## config.mk

```make
export PLATFORM = sky130hd
export DESIGN_NAME = button_press
export DESIGN_NICKNAME = d
export VERILOG_FILES = /design/src/rtl/button_press.sv
export SDC_FILE = /design/constraint.sdc
export NUM_CORES = 1
export LEC_CHECK = 0
export BUFFER_PORTS_ARGS = -buffer_cell sky130_fd_sc_hd__clkbuf_2
export CORE_MARGIN = 10
export CORE_UTILIZATION = 55
export DETAILED_ROUTE_END_ITERATION = 7
export PLACE_DENSITY = 0.72
export SLEW_MARGIN = 20
export SYNTH_ARGS = -nofsm -noshare
export SYNTH_HDL_FRONTEND = slang
export SYNTH_SLANG_ARGS = --single-unit
```

## constraint.sdc

```tcl
create_clock -name ck -period 2.7 [get_ports ck]
set_input_delay 0.135 -clock ck [delete_from_list [all_inputs] [get_ports ck]]
set_output_delay 0.135 -clock ck [all_outputs]
set_load 0.005 [all_outputs]
```

## src/rtl/button_press.sv

```systemverilog
// -----------------------------------------------------------------------------
// button_press
//
// Purpose:
//   Turns a debounced button level into user-interface events: a one-cycle
//   press pulse on each new press, a one-cycle long_press pulse once the
//   button has been held for LONG_MS milliseconds, and optionally a one-cycle
//   auto-repeat pulse every REPEAT_MS milliseconds while the hold continues.
//   A 1 ms time base is derived from the system clock by a prescaler that
//   only runs while the button is down.
//
// Parameters:
//   TICK_MAX  - clock cycles per 1 ms tick (1..131071)
//   LONG_MS   - hold time in ms before long_press fires (2..2047)
//   REPEAT_MS - auto-repeat period in ms (1..2047)
//
// Ports:
//   ck           in   single system clock, rising edge
//   rst_n        in   asynchronous active-low reset
//   button_deb   in   debounced button level, synchronous to ck
//   press        out  one-cycle pulse on each new press (registered)
//   long_press   out  one-cycle pulse when the hold reaches LONG_MS (registered)
//   repeat_pulse out  one-cycle auto-repeat pulse while held past long_press
//                     (registered); this is the "repeat" output, renamed
//                     because repeat is a SystemVerilog keyword
//   held         out  level, high whenever the FSM is not in IDLE
//
// Configuration:
//   BUTTON_REPEAT_EN - when defined, the HELD state produces auto-repeat
//                      pulses. When undefined, repeat_pulse is tied to 0, no
//                      repeat logic is built, and HELD just waits for release.
// -----------------------------------------------------------------------------

module button_press #(
    parameter logic [16:0] TICK_MAX  = 17'd100_000,
    parameter logic [10:0] LONG_MS   = 11'd1000,
    parameter logic [10:0] REPEAT_MS = 11'd200
) (
    input  logic ck,
    input  logic rst_n,
    input  logic button_deb,
    output logic press,
    output logic long_press,
    output logic repeat_pulse,
    output logic held
);

    // Two-bit state encoding; 2'b11 is unused and recovers to IDLE.
    typedef enum logic [1:0] {
        IDLE    = 2'b00,
        PRESSED = 2'b01,
        HELD    = 2'b10
    } state_t;

    state_t      state_q;
    state_t      state_d;

    // Previous button sample, used for rising-edge detection in IDLE.
    logic        btn_q;
    logic        btn_d;

    // 1 ms prescaler and millisecond counter.
    logic [16:0] presc_q;
    logic [16:0] presc_d;
    logic [10:0] ms_q;
    logic [10:0] ms_d;

    // Registered event pulses.
    logic        press_q;
    logic        press_d;
    logic        long_q;
    logic        long_d;

    logic        tick;
    logic [10:0] ms_inc;

`ifdef BUTTON_REPEAT_EN
    logic        rep_q;
    logic        rep_d;
`endif

    // The prescaler sits at 0 in IDLE, so the first tick of a hold lands
    // exactly TICK_MAX cycles after the press pulse cycle.
    assign tick = (presc_q == (TICK_MAX - 17'd1));

    // The ms counter saturates at its maximum instead of wrapping to 0.
    assign ms_inc = (ms_q == 11'h7FF) ? ms_q : (ms_q + 11'd1);

    // Next-state, counter and pulse logic. Release is checked before the
    // tick in every active state, so a release on the same edge as a
    // terminal tick returns to IDLE and swallows the pulse that was due.
    always_comb begin
        state_d = state_q;
        btn_d   = button_deb;
        presc_d = presc_q;
        ms_d    = ms_q;
        press_d = 1'b0;
        long_d  = 1'b0;
`ifdef BUTTON_REPEAT_EN
        rep_d   = 1'b0;
`endif

        case (state_q)
            IDLE: begin
                presc_d = 17'd0;
                ms_d    = 11'd0;
                // btn_q resets to 1, so a button already down at reset
                // release must be seen low before it can start a press.
                if (button_deb && !btn_q) begin
                    state_d = PRESSED;
                    press_d = 1'b1;
                end
            end

            PRESSED: begin
                if (!button_deb) begin
                    state_d = IDLE;
                    presc_d = 17'd0;
                    ms_d    = 11'd0;
                end else begin
                    presc_d = tick ? 17'd0 : (presc_q + 17'd1);
                    if (tick) begin
                        if (ms_q == (LONG_MS - 11'd1)) begin
                            state_d = HELD;
                            long_d  = 1'b1;
                            ms_d    = 11'd0;
                        end else begin
                            ms_d = ms_inc;
                        end
                    end
                end
            end

            HELD: begin
                if (!button_deb) begin
                    state_d = IDLE;
                    presc_d = 17'd0;
                    ms_d    = 11'd0;
                end else begin
`ifdef BUTTON_REPEAT_EN
                    // The prescaler keeps its phase across the PRESSED to
                    // HELD transition, so the first repeat comes a full
                    // REPEAT_MS after the long_press pulse cycle.
                    presc_d = tick ? 17'd0 : (presc_q + 17'd1);
                    if (tick) begin
                        if (ms_q == (REPEAT_MS - 11'd1)) begin
                            rep_d = 1'b1;
                            ms_d  = 11'd0;
                        end else begin
                            ms_d = ms_inc;
                        end
                    end
`else
                    // Without auto-repeat there is nothing to time here.
                    presc_d = 17'd0;
                    ms_d    = 11'd0;
`endif
                end
            end

            default: begin
                state_d = IDLE;
                presc_d = 17'd0;
                ms_d    = 11'd0;
            end
        endcase
    end

    // State, counters and pulse registers. Reset clears everything at once,
    // aborting any hold in progress without producing a pulse.
    always_ff @(posedge ck or negedge rst_n) begin
        if (!rst_n) begin
            state_q <= IDLE;
            btn_q   <= 1'b1;
            presc_q <= 17'd0;
            ms_q    <= 11'd0;
            press_q <= 1'b0;
            long_q  <= 1'b0;
        end else begin
            state_q <= state_d;
            btn_q   <= btn_d;
            presc_q <= presc_d;
            ms_q    <= ms_d;
            press_q <= press_d;
            long_q  <= long_d;
        end
    end

`ifdef BUTTON_REPEAT_EN
    // Auto-repeat pulse register, only present when repeat is enabled.
    always_ff @(posedge ck or negedge rst_n) begin
        if (!rst_n) begin
            rep_q <= 1'b0;
        end else begin
            rep_q <= rep_d;
        end
    end

    assign repeat_pulse = rep_q;
`else
    assign repeat_pulse = 1'b0;
`endif

    assign press      = press_q;
    assign long_press = long_q;
    assign held       = (state_q != IDLE);

endmodule

```

* Yosys cells after proc, flatten, opt, wreduce, memory -nomap -nowiden
Cells that the tools add are included.
** Cells by class
- $add $sub $neg :: 2
- Equal/unequal tests :: 10
- Multiplexer cells :: 20
- Reduce and logical (&&, ||, !) cells :: 6
** Operator list (count)
- 11-bit two-way mux :: 5
- 17-bit two-way mux :: 3
- 17-bit by 1-bit adder with 17-bit output (second input constant) :: 1
- 17-bit == test (second input constant) :: 1
- 11-bit by 1-bit adder with 11-bit output (second input constant) :: 1
- 11-bit by 10-bit == test with 1-bit output (second input constant) :: 1
- 11-bit == test (second input constant) :: 1
- 2-bit two-way mux :: 5
- 1-bit two-way mux :: 6
- 3-bit inequality test (second input constant) :: 2
- 2-bit case mux with 3 select lines :: 1
- 2-bit inequality test (second input constant) :: 2
- 4-bit inequality test (second input constant) :: 1
- 4-bit AND reduction :: 1
- 2-bit by 1-bit == test with 1-bit output (second input constant) :: 1
- 2-bit == test (second input constant) :: 1
- 2-bit zero test :: 1
- 2-bit AND reduction :: 1
- 2-bit nonzero test :: 1
- 1-bit logical AND :: 1
- 1-bit zero test :: 1
** Word-level totals
- Flip-flop bits (word level) :: 33
- Word-level logic and storage cells :: 44

* Longest topological paths before layout
Gate-level depths: netlist of the first run.
- Word-level depth :: 6
- Gate-level depth with buffers :: 7
- Depth with buffers taken out :: 6

* Worst setup path after synthesis of the first run
Ideal clock, no wire load.
- Path kind :: register to register
- Start :: register presc_q[0]
- End :: register ms_q[0]
- Arrival :: 1786 ps
- Path slack :: 789 ps
- Cell stages (with the launch flop) :: 8
- Cells stage by stage :: dfrtp_1 ha_1 and4_1 nand4_1 and2_1 buf_2 nor2_1 mux2_2
** Between the ends
- Cells in the longest elaborated chain, start to end :: 3
** Ends and longest elaborated chain
- start: declaration :: RTL line 63 : logic [16:0] presc_q;
- start signal: assignment :: RTL line 182 : presc_q <= presc_d;
- 17-bit == test :: RTL line 84 : assign tick = (presc_q == (TICK_MAX - 17'd1));
- 3-bit inequality test (no source line)
- 2-bit AND reduction (no source line)
- end signal: assignment :: RTL line 183 : ms_q <= ms_d;
- end: declaration :: RTL line 65 : logic [10:0] ms_q;
Every way passes these cells.
A chain may end at the register's enable or synchronous reset.

* Final worst setup path of the first run
Same ends and word-level chain as after synthesis.

==> results.yml, run 1 <==
global_route:
  grt_start_max_net_pins: 34
  grt_use_total_pct: 14.2
  grt_pass1_wl_mm: 6.15
  antenna_found_initial: 0
  grt_pass1_vias: 1392
  grt.overflow.total: 0
route:
  drt_iter0_drc: 65
  vias: 1343
  first_pass_iters: 4
  drt_wl_total_mm: 3.49
  viasPerCell: 6.16
  wl_per_cell_microns: 16.0
  drc: 0
  drtAntennaViolNets: 0
clocking:
  cts_resized: 0
  clk_pin_slew_ns: 0.10
  numCtsBuffers: 5
  clock-sinks: 33
  cts-root-buf: "clkbuf_4"
  htree_levels: 2
  cts.path.max_buffers: 2
  cts_tree: "yes"
  insertion_delay_ns: 0.33
pwr:
  power_mw: 1.02
  leakage_nw: 0.763
  powerDensity_nw_per_um2: 548
  peakVddDrop_uv: 428
floorplanning:
  initial_utilization_pct: 56.5
  die_w_microns: 75.6
  die_h_microns: 75.6
  rows: 20
  core-area_sq_um: 3000
  die_area_sq_um: 5710
  io_pins: 7
setup_path:
  critical_path_arrival_ns: 2.29
  crit_type: "flop to flop"
  crit_path_end_kind: "flop"
  cp.required_ns: 2.93
  crit_path_start: "presc_q[0]"
  rr_startpoint: "presc_q[0]"
  slowest_stage: "dfrtp_1"
  r2r_cells: 6
  cp_num_buf_inv: 0
  critical_path.top_delay_family: "simple AND/OR/NAND/NOR gates"
  r2r_end: "ms_q[0]"
  crit_path_start_kind: "flop"
  cp_max_fo: 9
  path_cells: "ha_1 -> and4_1 -> nand4_1 -> and2_1 -> nor2_1 -> mux2_2"
  slowest_delay_ns: 0.40
  worst-r2r-setup-slack_ns: 0.64
logic_synthesis:
  yosys.cell_count.top_type: "dfrtp_1"
  yosys.area.top_type_share_pct: 47.2
  syn_area_sq_um: 1700
  ys_seq_area_share_pct: 48.7
  synthTopCellsByCount: "dfrtp_1, nor2_1, nand2_1"
  synth.largest_area_cell: "dfrtp_1"
  synthArstFlopShare_pct: 100
  ys.flop_type: "dfrtp_1"
  syn_nets: 178
  syn_inst: 173
  avgSynthCellArea_sq_um: 9.81
  synth_edf_count: 0
  synth_seq_cells: 33
  yosysWarningCount: 0
  ys_types: 46
  synth_area_leaders: "dfrtp_1, xor2_1, a21oi_1"
final_layout:
  multi_input_area_sq_um: 840
  syn_to_final_growth_pct: 9.58
  design_area_sq_um: 1860
  final_util_pct: 62.0
  ff_latch_area_sq_um: 827
  fin_nets: 189
  fillers: 259
  drive_above_1_share_pct: 15.1
  n_antenna_cell: 0
placement:
  gp_congestion: 0.871
  pre_cts_slack_ns: 0.654
  portBuffers: 5
  dpl.hpwl_mm: 2.39
  place_area_sq_um: 1760
timing:
  worst_slew_pin_slew_ns: 0.818
  setup_viol: 0
  setup_ws_ns: 0.645
  slew_violations: 0
  hold_viol_final: 0
  max-slew-margin-rel_pct: 45.5
  setup_tns_ns: 0
  rsz0062_at_grt: "no"
  clock_skew_ns: 0.00194
  period_needed_ns: 2.06
  fmax_mhz: 487
  post-route-period-util_pct: 76.1
worst_hold_path:
  hold_class: "primary input to asynchronous set/reset pin"
outcome:
  status: "finished, final reports clean"
job:
  max-cap-violations: 0
[metrics by stage]
step                      hold WS, ns  instances
after floorplan                -0.161        173
after global placement          0.250        208
after detailed placement        0.269        208
after CTS                       0.434        218
after global routing            0.455        218
final                           0.415        218
[worst max path at each step]
stage,end,slack (ns),depth (start not counted)
3_5_place_dp,ms_q[0],0.65,6
3_3_place_gp,ms_q[0],0.70,6
2_1_floorplan,ms_q[0],0.79,7
6_report,ms_q[0],0.64,6
4_1_cts,ms_q[0],0.63,6
5_1_grt,ms_q[0],0.52,6
[power by group]
group / leakage (nW) / total (mW) / internal, mW / switching, mW
sequential: 0.453 / 0.524 / 0.509 / 0.0145
combinational: 0.265 / 0.106 / 0.0374 / 0.0688
clock: 0.0455 / 0.389 / 0.221 / 0.168
total: 0.763 / 1.02 / 0.768 / 0.252
[metal layers]
layer  global-route usage (%)  routed length (microns)
met1                     14.7                     1410
met2                     26.0                     1870
met3                     4.82                      173
met4                     5.36                       39
met5                        0                        0
[flip-flops by register name, summed over array words and instances (netlist names)]
signal      cells
ms_q           11
presc_q        17
state_q         2
press           1
btn_q           1
long_press      1
[cell usage in the layout (no fill, tap or decap), types with 2 or more instances in the layout]
| cell | n |
|---|---|
| a21oi_1 | 14 |
| a41oi_1 | 2 |
| and3_1 | 5 |
| and4_1 | 3 |
| buf_4 | 2 |
| clkbuf_2 | 5 |
| clkbuf_4 | 5 |
| dfrtp_1 | 32 |
| dlygate4sd3_1 | 2 |
| ha_1 | 2 |
| inv_1 | 2 |
| nand2_1 | 16 |
| nand3_1 | 6 |
| nand4_1 | 7 |
| nor2_1 | 18 |
| nor3_1 | 2 |
| o21ai_0 | 9 |
| o21ai_1 | 3 |
| o31ai_1 | 2 |
| o41ai_1 | 2 |
| or2_2 | 2 |
| or3_1 | 5 |
| or4_1 | 2 |
| xnor2_1 | 2 |
| xor2_1 | 10 |
[logic make-up (layout without fill, tap and decap cells)]
logic type,Yosys count,in the layout,share of synthesized area (%)
flip-flops,33,33,48.7
adder cells (fa/ha/maj),2,2,1.47
other,1,1,0.221
buffers and inverters,7,19,1.84
multiplexers,1,1,0.663
XOR/XNOR,12,12,6.19
AND/OR/NAND/NOR,82,82,28.2
AO/OA/AOI/OAI,35,35,12.7
[final cells by class]
cell class | count | area share, %
Clock buffer | 7 | 2.96
Clock inverter | 1 | 1.61
Inverter | 2 | 0.403
Multi-Input combinational cell | 133 | 45.1
Sequential cell | 33 | 44.5
Tap cell | 33 | 2.22
Timing Repair Buffer | 9 | 3.23
[timing repair]
item | 4_1_cts | 5_1_grt
hold buffers | 2 | 0
buffers inserted | 0 | 0
endpoints found under the hold margin | 33 | 0
Power figures use the tool's default switching activity.
==> inputs of run 2 (changes only) <==
--- a/config.mk
+++ b/config.mk
@@ -7,9 +7,9 @@
 export LEC_CHECK = 0
 export BUFFER_PORTS_ARGS = -buffer_cell sky130_fd_sc_hd__clkbuf_2
 export CORE_MARGIN = 10
-export CORE_UTILIZATION = 55
+export CORE_UTILIZATION = 54
 export DETAILED_ROUTE_END_ITERATION = 7
-export PLACE_DENSITY = 0.72
+export PLACE_DENSITY = 0.74
 export SLEW_MARGIN = 20
 export SYNTH_ARGS = -nofsm -noshare
 export SYNTH_HDL_FRONTEND = slang
==> constraint.sdc (replaced) <==
create_clock -name ck -period 1.7 [get_ports ck]
set_input_delay 0.085 -clock ck [delete_from_list [all_inputs] [get_ports ck]]
set_output_delay 0.085 -clock ck [all_outputs]
set_load 0.005 [all_outputs]
==> results.yml, run 2 (synthesis results as in run 1) <==
outcome:
  status: "complete, but fails checks"
  violations: "setup timing"
timing:
  setup_ws_ns: -0.220
  slew_violations: 0
  period_needed_ns: 1.92
  clock_skew_ns: 0.0167
  setup_viol: 5
  fmax_mhz: 521
  max-slew-margin-rel_pct: 44.6
  post-route-period-util_pct: 113
  rsz0062_at_grt: "yes"
  worst_slew_pin_slew_ns: 0.831
  hold_viol_final: 0
pwr:
  power_mw: 1.60
  peakVddDrop_uv: 440
  powerDensity_nw_per_um2: 715
  leakage_nw: 0.999
clocking:
  htree_levels: 2
  insertion_delay_ns: 0.35
  cts.path.max_buffers: 2
  clock-sinks: 33
  cts_tree: "yes"
  clk_pin_slew_ns: 0.11
  cts-root-buf: "clkbuf_4"
  numCtsBuffers: 5
floorplanning:
  io_pins: 7
  die_w_microns: 76.1
  die_area_sq_um: 5790
  initial_utilization_pct: 56.1
  die_h_microns: 76.1
  rows: 20
  core-area_sq_um: 3030
route:
  drt_iter0_drc: 98
  viasPerCell: 5.68
  drt_wl_total_mm: 4.36
  wl_per_cell_microns: 16.4
  vias: 1506
  first_pass_iters: 4
  drc: 0
  drtAntennaViolNets: 0
placement:
  pre_cts_slack_ns: -0.0708
  gp_congestion: 0.896
  portBuffers: 5
  dpl.hpwl_mm: 2.67
job:
  max-cap-violations: 0
worst_hold_path:
  hold_class: "primary input to asynchronous set/reset pin"
setup_path:
  cp.required_ns: 1.93
  crit_path_start_kind: "flop"
  critical_path_arrival_ns: 2.15
  path_cells: "or4b_4 -> o31ai_4 -> nor2b_2 -> o31ai_2 -> o41ai_1"
  crit_path_end_kind: "flop"
  crit_type: "flop to flop"
  cp_max_fo: 6
  slowest_delay_ns: 0.59
  slowest_stage: "or4b_4"
final_layout:
  ff_latch_area_sq_um: 827
  largest-register: "presc_q"
  fillers: 216
  largest_reg_flops: 17
  final_util_pct: 74.0
  drive_above_1_share_pct: 34.8
  fin_nets: 225
  mostFrequentLayoutCells: "dfrtp_1, buf_4, nor2_1"
  top_regs: "presc_q: 17 flops, ms_q: 11 flops, state_q: 2 flops"
  n_antenna_cell: 0
  multi_input_area_sq_um: 918
  syn_to_final_growth_pct: 32.1
global_route:
  grt.overflow.total: 0
  grt_pass1_vias: 1459
  grt_pass1_wl_mm: 6.71
  grt_start_max_net_pins: 34
  antenna_found_initial: 0
  grt_use_total_pct: 14.1
run 2: changes by cell type in the layout (fill, tap and decap cells not counted), sizes merged:
cell	change
buf	+35
bufinv	-1
clkbuf	+2
run 2: per-stage QoR:
stage,instances,TNS (ns),area (sq um),hold WS (ns)
floorplan,173,-0.0710,1720,-0.211
global placement,246,-0.0145,2000,0.205
detailed placement,246,-0.156,2000,0.218
CTS,256,-0.249,2080,0.383
global route,265,-1.07,2240,0.387
finish,265,-0.595,2240,0.361
run 2: area by class of cell:
class	count	area share, %
clock buffer	8	2.62
multi-input combinational	133	41.0
tap	44	2.46
inverter	2	0.335
sequential	33	36.9
timing repair buffer	45	16.7
run 2: worst paths after layout:
kind | cells after the start | endpoint | startpoint | slack, ns
worst min register to register | 2 | presc_q[0] | presc_q[0] | 0.55
worst max register to register | 5 | ms_q[5] | ms_q[10] | -0.22
min in group ck | 2 | btn_q | button_deb | 0.42
worst min-delay path | 2 | presc_q[5] | rst_n | 0.36
max in group asynchronous | 2 | presc_q[6] | rst_n | 0.81
worst max-delay path | 5 | ms_q[5] | ms_q[10] | -0.22
run 2: repair_timing:
action                                  CTS  global route
endpoints found under the setup margin    9            15
pin swaps                                 1             8
hold buffers                              2             0
hold endpoints to repair                 34             0
gates resized for setup                   2            26
cloned                                    0             1
buffers inserted                          0             8
run 2: power by group:
group / leakage (nW) / switching [mW] / internal, mW
Combinational: 0.514 / 0.158 / 0.144
Clock: 0.0326 / 0.270 / 0.204
Sequential: 0.453 / 0.0174 / 0.809
Total: 0.999 / 0.445 / 1.16
run 2: critical path, delay by kind of cell, from the launching register on:
family / cells / cell delay (ns)
compound gates: 3 / 0.72
flops: 1 / 0.39
simple gates: 2 / 0.69
run 2: layer usage:
layer  part of all wire [%]  track usage (%)
met1                     39             15.6
met2                     53             24.3
met3                    5.2             3.30
met4                    2.9             7.25
met5                      0                0
==> inputs of run 3 (changes only) <==
--- a/config.mk
+++ b/config.mk
@@ -7,9 +7,10 @@
 export LEC_CHECK = 0
 export BUFFER_PORTS_ARGS = -buffer_cell sky130_fd_sc_hd__clkbuf_2
 export CORE_MARGIN = 10
-export CORE_UTILIZATION = 54
+export CORE_UTILIZATION = 55
+export CTS_BUF_LIST = sky130_fd_sc_hd__clkbuf_4 sky130_fd_sc_hd__clkbuf_8
 export DETAILED_ROUTE_END_ITERATION = 7
-export PLACE_DENSITY = 0.74
+export PLACE_DENSITY = 0.75
 export SLEW_MARGIN = 20
 export SYNTH_ARGS = -nofsm -noshare
 export SYNTH_HDL_FRONTEND = slang
==> constraint.sdc (replaced) <==
create_clock -name ck -period 1.7 [get_ports ck]
set_input_delay 0.17 -clock ck [delete_from_list [all_inputs] [get_ports ck]]
set_output_delay 0.17 -clock ck [all_outputs]
set_load 0.005 [all_outputs]
==> results.yml, run 3 (synthesis results as in run 1) <==
placement:
  dp.cells: 240
  dpl.hpwl_mm: 2.91
  gp_congestion: 0.922
  pre_cts_slack_ns: -0.0577
  place_area_sq_um: 2020
  portBuffers: 5
final_layout:
  largest-register: "presc_q"
  design_area_sq_um: 2290
  layout_commonest_cell: "buf_4"
  mostFrequentLayoutCells: "buf_4, dfrtp_1, nor2_1"
  drive_above_1_share_pct: 38.4
  fin_nets: 228
  top_regs: "presc_q: 17 flops, ms_q: 11 flops, state_q: 2 flops"
  n_antenna_cell: 0
  syn_to_final_growth_pct: 34.9
  final_cells: 257
  largest_reg_flops: 17
  final_util_pct: 76.3
setup_path:
  crit_type: "flop to flop"
  critical_path_arrival_ns: 2.04
  r2r_cells: 5
  cp.required_ns: 1.93
  worst-r2r-setup-slack_ns: -0.11
  cp_max_fo: 5
  rr_startpoint: "ms_q[10]"
  crit_path_end_kind: "flop"
  r2r_end: "ms_q[5]"
  crit_path_start_kind: "flop"
route:
  viasPerCell: 5.92
  wl_per_cell_microns: 18.0
  route.met2.wl_mm: 2.43
  highest_layer: "met4"
  route.met3.wl_microns: 155
  wl_met1_mm: 1.95
  drc: 0
  first_pass_iters: 4
  drt_wl_total_mm: 4.64
  drt_iter0_drc: 139
  drtAntennaViolNets: 0
  vias: 1522
floorplanning:
  core-area_sq_um: 3000
  die_w_microns: 75.6
  io_pins: 7
  die_area_sq_um: 5710
  rows: 20
  die_h_microns: 75.6
  initial_utilization_pct: 56.5
pwr:
  power_mw: 1.64
  leakage_nw: 0.986
  powerDensity_nw_per_um2: 717
  peakVddDrop_uv: 494
timing:
  rsz0062_at_grt: "yes"
  post-route-period-util_pct: 106
  whs_ns: 0.0835
  setup_viol: 8
  fmax_mhz: 553
  clock_skew_ns: 0.0143
  slew_violations: 0
  period_needed_ns: 1.81
  hold_viol_final: 0
  setup_tns_ns: -0.462
  setup_ws_ns: -0.108
global_route:
  antenna_found_initial: 0
  grt_start_max_net_pins: 34
  grt_use_total_pct: 17.0
  grt_pass1_vias: 1570
  grt_pass1_wl_mm: 7.27
  grt.overflow.total: 0
worst_hold_path:
  min_to: "state_q[1]"
  min_from: "button_deb"
  hold_class: "primary input to flop"
  whs_path_depth: 2
clocking:
  cts_tree: "yes"
  cts-root-buf: "clkbuf_4"
  clk_pin_slew_ns: 0.10
  htree_levels: 2
  numCtsBuffers: 5
  clock-sinks: 33
  cts.path.max_buffers: 2
  insertion_delay_ns: 0.36
outcome:
  status: "complete, but fails checks"
  violations: "setup timing"
job:
  max-cap-violations: 0
run 3: timing repair:
| item | in CTS | in global routing |
|---|---|---|
| cloned | 1 | 0 |
| endpoints found under the setup margin | 8 | 24 |
| pin swaps | 2 | 10 |
| buffers inserted | 0 | 6 |
| endpoints found under the hold margin | 33 | 0 |
| hold buffers | 2 | 0 |
| resized for setup | 2 | 26 |
run 3: critical path, cell delays in order (launching register included):
cell	delay, ns
dfrtp_1	0.41
or4b_4	0.59
o31ai_4	0.35
nor2b_2	0.08
o31ai_2	0.17
o41ai_1	0.10
run 3: layout make-up:
class / instances / area, sq um
inverters: 2 / 7.51
well taps: 33 / 41.3
repair buffers: 48 / 400
multi-input cells: 133 / 947
fillers: 197 / 713
flip-flops and latches: 33 / 827
clock buffers: 8 / 66.3
run 3: worst max path at each step:
stage	slack, ns	from	endpoint	cells after the start
detailed placement	-0.06	ms_q[10]	ms_q[5]	5
global route	-0.14	ms_q[10]	ms_q[5]	5
CTS	-0.06	ms_q[10]	ms_q[5]	5
finish	-0.11	ms_q[10]	ms_q[5]	5
floorplan	-0.04	presc_q[0]	ms_q[0]	7
global placement	0.01	ms_q[10]	ms_q[5]	5
run 3: per-layer routing:
layer	vias to the layer above	track usage (%)
met2	27	29.7
li1	727	-
met3	10	3.78
met4	0	10.3
met5	-	0
met1	758	18.4
run 3: power by group:
part | internal, mW | switching, mW | total, mW
Combinational | 0.140 | 0.159 | 0.299
Clock | 0.236 | 0.280 | 0.516
Sequential | 0.809 | 0.0189 | 0.828
Total | 1.18 | 0.458 | 1.64
